$ cat src/rtl/hcsr04_medida_ctrl.sv
// hcsr04_medida_ctrl: HC-SR04 trigger/echo sequencer feeding contador_cm and latching its BCD result
module hcsr04_medida_ctrl #(
  parameter int TRIG_CYCLES  = 500,
  parameter int ECHO_TIMEOUT = 1500000,
  parameter int CNT_W        = 21
) (
  input  logic        clock,
  input  logic        reset,
  input  logic        medir,
  input  logic        echo,
  input  logic        cm_pronto,
  input  logic [11:0] cm_bcd,
  output logic        trigger,
  output logic        pulso_cm,
  output logic [11:0] medida,
  output logic        pronto,
  output logic        timeout_err,
  output logic [3:0]  db_estado
);
  typedef enum logic [3:0] {
    IDLE        = 4'd0,
    DISPARA     = 4'd1,
    ESPERA_ECHO = 4'd2,
    MEDINDO     = 4'd3,
    ARMAZENA    = 4'd4,
    FINAL       = 4'd5,
    ERRO        = 4'd15
  } estado_t;
  estado_t          estado, prox;
  logic [CNT_W-1:0] cnt, cnt_n;
  logic [1:0]       sync;
  logic             echo_s, fim_trig, fim_tempo;
  assign echo_s    = sync[1];
  assign fim_trig  = cnt == CNT_W'(TRIG_CYCLES - 1);
  assign fim_tempo = cnt == CNT_W'(ECHO_TIMEOUT - 1);
  // digits are captured alongside cm_pronto so they are valid throughout ARMAZENA
  always_ff @(posedge clock or posedge reset) begin
    if (reset) begin
      estado <= IDLE;
      cnt    <= '0;
      sync   <= '0;
      medida <= '0;
    end else begin
      estado <= prox;
      cnt    <= cnt_n;
      sync   <= {sync[0], echo};
      if (estado == MEDINDO && cm_pronto) medida <= cm_bcd;
    end
  end
  always_comb begin
    prox  = IDLE;
    cnt_n = '0;
    case (estado)
      IDLE:        prox = medir ? DISPARA : IDLE;
      DISPARA: begin
        cnt_n = fim_trig ? '0 : cnt + 1'b1;
        prox  = fim_trig ? ESPERA_ECHO : DISPARA;
      end
      ESPERA_ECHO: begin
        cnt_n = cnt + 1'b1;
        prox  = echo_s ? MEDINDO : fim_tempo ? ERRO : ESPERA_ECHO;
      end
      MEDINDO: begin
        cnt_n = cnt + 1'b1;
        prox  = cm_pronto ? ARMAZENA : fim_tempo ? ERRO : MEDINDO;
      end
      ARMAZENA:    prox = FINAL;
      default:     prox = IDLE;
    endcase
  end
  always_comb begin
    trigger     = estado == DISPARA;
    pulso_cm    = echo_s && estado == MEDINDO;
    pronto      = estado == FINAL || estado == ERRO;
    timeout_err = estado == ERRO;
    db_estado   = estado;
  end
endmodule

$ cat config.mk
export PLATFORM = sky130hd
export DESIGN_NAME = hcsr04_medida_ctrl
export DESIGN_NICKNAME = d
export VERILOG_FILES = /design/src/rtl/hcsr04_medida_ctrl.sv
export SDC_FILE = /design/constraint.sdc
export NUM_CORES = 1
export LEC_CHECK = 0
export ABC_AREA = 1
export CELL_PAD_IN_SITES_DETAIL_PLACEMENT = 1
export CELL_PAD_IN_SITES_GLOBAL_PLACEMENT = 2
export CORE_MARGIN = 1.5
export CORE_UTILIZATION = 31
export DETAILED_ROUTE_END_ITERATION = 10
export GPL_ROUTABILITY_DRIVEN = 0
export PLACE_DENSITY = 0.88
export REMOVE_ABC_BUFFERS = 1
export SLEW_MARGIN = 20
export SYNTH_ARGS = -nofsm -noshare
export SYNTH_HDL_FRONTEND = slang
export SYNTH_SLANG_ARGS = --single-unit
export TNS_END_PERCENT = 30
$ cat constraint.sdc
create_clock -name clock -period 1.8 [get_ports clock]
set_input_delay 0.18 -clock clock [delete_from_list [all_inputs] [get_ports clock]]
set_output_delay 0.18 -clock clock [all_outputs]
set_load 0.05 [all_outputs]
# Word level (Yosys, flattened, before mapping)
# Cells that the tools add are included.
# totals
regBits	39
latch_bits	0
ram_bits	0
romBits	0
inputBits	17
out_inout_bits	20
elab_cells	27
n_memories	0
# op_classes
n_addsub	1
n_mul	0
div_mod_pow	0
order_cmp	0
eq_ne	8
shift	0
n_mux	9
bitwise	0
n_reduce_logical	5
# ops
op	count
case mux 21 bit (2 select lines)	1
adder 21 x 1 -> 21 bit (second input constant)	1
equality test 21 bit (second input constant)	1
equality test 21 x 9 -> 1 bit (second input constant)	1
two-way mux 21 bit	1
case mux 4 bit (5 select lines)	1
two-way mux 4 bit	4
equality test 4 x 2 -> 1 bit (second input constant)	2
equality test 4 x 3 -> 1 bit (second input constant)	2
equality test 4 x 1 -> 1 bit (second input constant)	1
equality test 4 bit (second input constant)	1
zero test 4 bit	1
logical AND 1 bit	2
two-way mux 2 bit	1
OR reduction 2 bit	1
logical OR 1 bit	1
two-way mux 1 bit	1

# Longest topological paths before layout
# Gate-level depths: netlist of the first run.
# depth
word_depth	4
mapped_depth	9
ltp_nobuf	9

# Least setup slack after synthesis of the first run
# OpenSTA, ideal clock, no wires.
# synth_timing
path_type	register -> output
start	register estado[0], in the netlist db_estado[0]
end	output port pronto
arrival_ns	2.009
t_required_ns	1.620
slack_ns	-0.389
stages_incl_launch_ff	4
n_path_buf	0
cell_sequence	dfrtp_1 -> nand2_2 -> nor2_1 -> a31o_2
# synth_via
elab_chain_len	2
elab_cells_between_ends	3
classes_between	2 x eq/ne; 1 x reduce/logical
# synth_rtl
item	line_no	rtl
from (decl)	29	estado_t estado, prox;
from (signal assigned)	44	estado <= prox;
equality test 4 bit	-	
net timeout_err	17	output logic timeout_err,
logical OR 1 bit	74	pronto = estado == FINAL || estado == ERRO;
to (decl)	16	output logic pronto,
# The timed path passes the listed nets, and every way through them passes these cells.

# Worst setup path in the final report of the first run
# layout_timing
start	register estado[3], in the netlist db_estado[3]
end	output port db_estado[3]
# layout_rtl
item	line_no	rtl
to (decl)	18	output logic [3:0] db_estado
# No word-level cell between the ends.

==> key figures, run 1 <==
Status
  – Status: finished clean

Synth
  – Multiplexer share of the synthesized area: 7.85%
  – Leading area contributor after synthesis: dfrtp_1
  – Seq cells post-synth: 39
  – Top cells by area, synth: dfrtp_1 (45%), nand2_1 (10%), nand3_1 (6.5%)
  – Netlist Area Pre-Place: 2150 um2
  – XOR/XNOR Fraction of Synth Area: 3.26%
  – Synth Area in Simple Gates: 29.6%
  – Sequential share of the synthesized area: 45.3%
  – Post-Syn Instances: 261
  – Top cell type's share of synthesized area: 45.3%
  – Synth Area in Adders: 0.581%
  – Yosys cell types: 30
  – Largest family of logic cells by synthesized area: simple AND/OR/NAND/NOR gates
  – Synth Area in Compound Gates: 6.69%
  – Ys Warns: 0
  – Syn avg cell area: 8.25 um2

Timing
  – Slew @ Worst Pin: 0.515 ns
  – Worst Skew: 0.0126 ns
  – Rel. slew slack: 65.6%
  – Hold Fails Final Rpt: 0
  – Final Max Tran Viols: 0
  – # setup viols final: 0
  – RSZ-0062 raised after global routing: no
  – Crit path time final: 1.75 ns
  – WHS: 0.329 ns
  – Fin Setup TNS: 0 ns
  – Fmax: 571 MHz
  – Final worst path period share: 97.3%
  – PnR worst setup slack: 0.0484 ns

Layout
  – Most common cell after layout, fill and taps aside: nand2_1
  – Fin area: 2770 um2
  – Layout Area Growth over Synthesis: 28.8%
  – Share of cells above drive strength 1: 13.8%
  – Antenna Cells: 0
  – Net count, final: 322
  – Most frequent cells in the layout: nand2_1 (58), dfrtp_1 (39), nor2_1 (33), inv_1 (30), clkdlybuf4s50_1 (29)
  – Filler cells: 807
  – Final Non-Filler Cells: 385

Route
  – Routed len/inst: 15.4 um
  – Routed via count: 1,846
  – Met3 WL: 90 um
  – DR WL met2: 2990 um
  – First-pass iteration count of the detailed router: 4
  – DR DRC count: 0
  – Highest metal used: met4
  – DRT Wirelength: 5930 um
  – Drt initial violations: 148
  – Via/cell ratio: 4.79
  – Met1 Wirelength: 2760 um
  – Final antenna-violating net count: 0

Clocking
  – CTS Buf Count: 5
  – Worst-path clk slew: 0.08 ns
  – Sink Count: 39
  – Worst-Skew Late Latency: 0.30 ns
  – PostCTS Resize Cnt: 0
  – CTS tree: done
  – Clk buf depth: 2
  – Root Buffer Master: clkbuf_8
  – Cts hold-fix bufs: 0
  – H-tree depth: 2
  – Post-CTS Setup Inserts: 0

Setup path
  – CP Cell Sequence: clkdlybuf4s50_1
  – WP data required: 1.62 ns
  – R2r worst-path depth: 8
  – CP bufs+invs: 1
  – Max Fanout on Critical Path: 4
  – Worst r2r dst: cnt[10]
  – Slowest stage delay, CP: 0.84 ns
  – Crit. Startpoint: db_estado[3]
  – Worst R2R Setup Slack: 0.18 ns
  – Stages on worst setup path: 1
  – Setup crit start kind: flop
  – Crit path max-delay cell type: clkdlybuf4s50_1
  – Family with the most delay on the worst path: buffers and inverters
  – CP Capture Type: output port
  – Arrival @ worst endpoint: 1.57 ns
  – Worst setup path class: flop to output port
  – Worst r2r src: cnt[0]

Global routing
  – Initial antenna violation count: 0
  – Gr usage total: 17.3%
  – Vias in the first global route: 1,994
  – Grt total ovfl: 0
  – Global-route wire length before repair: 9900 um
  – Pin count of the biggest net entering global routing: 40

Floorplanning
  – Initial Util: 31.9%
  – Site Rows: 30
  – Core area: 6760 um2
  – Top Ports: 37
  – Die Y: 86.3 um
  – Die X: 86.3 um
  – Die area: 7450 um2

Power and ir drop
  – PwrDens: 740 nW/um2
  – Psw: 0.549 mW
  – Comb pwr share: 13.8%
  – Net Sw Frac: 26.8%
  – Internal Power: 1.50 mW
  – Max VDD drop: 0.000307 V
  – Seq pwr share: 48.3%
  – Clock power share: 37.8%
  – Cell leakage power: 1.33 nW

Min path
  – Hold Path Class: input port to asynchronous set/reset pin

Place
  – DP Cell Count: 377
  – Worst slack, placed: 0.211 ns
  – Placement Cell Area: 2650 um2
  – Hpwl dp: 4470 um
  – IO buf count: 36

Flow run
  – Max cap viols: 0
metal layers:
metal / track usage, % / up-vias
met5: 0 / -
met4: 5.28 / 0
met3: 2.67 / 7
met2: 28.3 / 14
met1: 23.6 / 902
li1: - / 923
power groups by stage:
stage	logic, mW	clock network (mW)	registers (mW)
final	0.284	0.776	0.992
after global routing	0.320	0.828	1.00
after CTS	0.287	0.802	0.992
after detailed placement	0.286	0	1.01
after global placement	0.279	0	1.00
after floorplan	0.174	0	0.998
cell type report:
class,instances,area (um2),area share [%]
tap,80,100,3.61
clock inverter,2,35.0,1.26
timing repair buffer,38,418,15.1
sequential,39,976,35.2
multi-input combinational,186,1030,37.2
clock buffer,6,82.6,2.98
inverter,34,128,4.60
cells in the mapped netlist:
library cell and n:
o21bai_1 2, nor3_1 3, ha_1 1, nand3_1 28, a21oi_1 19, o21ai_0 2, nor2_1 33, nor2_8 1
inv_2 4, nand2_4 1, nand3_2 1, nand3b_1 1, mux2_2 3, a31o_2 1, a21boi_1 1, buf_2 1
nand2_2 2, buf_6 1, or2_2 1, xnor2_1 2, mux2_4 9, nor2_4 2, nor2_2 2, a22oi_1 1
nand2_1 58, and2_1 1, nand4_1 5, xor2_1 6, inv_1 30, dfrtp_1 39
flip-flops by register name (all words and copies together), names as in the netlist:
name / cells
sync: 2
db_estado: 4
cnt: 21
medida: 12
worst max-delay path by stage:
stage	to	slack (ns)
global placement	cnt[10]	0.26
detailed placement	cnt[10]	0.21
CTS	db_estado[2]	0.01
global route	db_estado[3]	0.004
floorplan	pronto	-0.39
finish	db_estado[3]	0.05
logic make-up (layout without fill, tap and decap cells):
| group | Yosys count | in the layout |
|---|---|---|
| AND/OR/NAND/NOR | 139 | 139 |
| flip-flops | 39 | 39 |
| buffers and inverters | 36 | 80 |
| AO/OA/AOI/OAI | 26 | 26 |
| multiplexers | 12 | 12 |
| XOR/XNOR | 8 | 8 |
| adder cells (fa/ha/maj) | 1 | 1 |
per-stage QoR:
stage	util, %	power (mW)
final	41.0	2.05
after global routing	41.0	2.15
after CTS	40.9	2.08
after detailed placement	39.2	1.29
after global placement	39.2	1.28
after floorplan	-	1.17
Note: power is estimated with default switching activity, not from simulation.
==> run 2, diff against run 1 <==
--- a/config.mk
+++ b/config.mk
@@ -6,6 +6,8 @@
 export NUM_CORES = 1
 export LEC_CHECK = 0
 export ABC_AREA = 1
+export ABC_CLOCK_PERIOD_IN_PS = 1800
+export CAP_MARGIN = 5
 export CELL_PAD_IN_SITES_DETAIL_PLACEMENT = 1
 export CELL_PAD_IN_SITES_GLOBAL_PLACEMENT = 2
 export CORE_MARGIN = 1.5
==> results of run 2 <==
The final DEF is identical to that of run 1; final timing and power are the same.
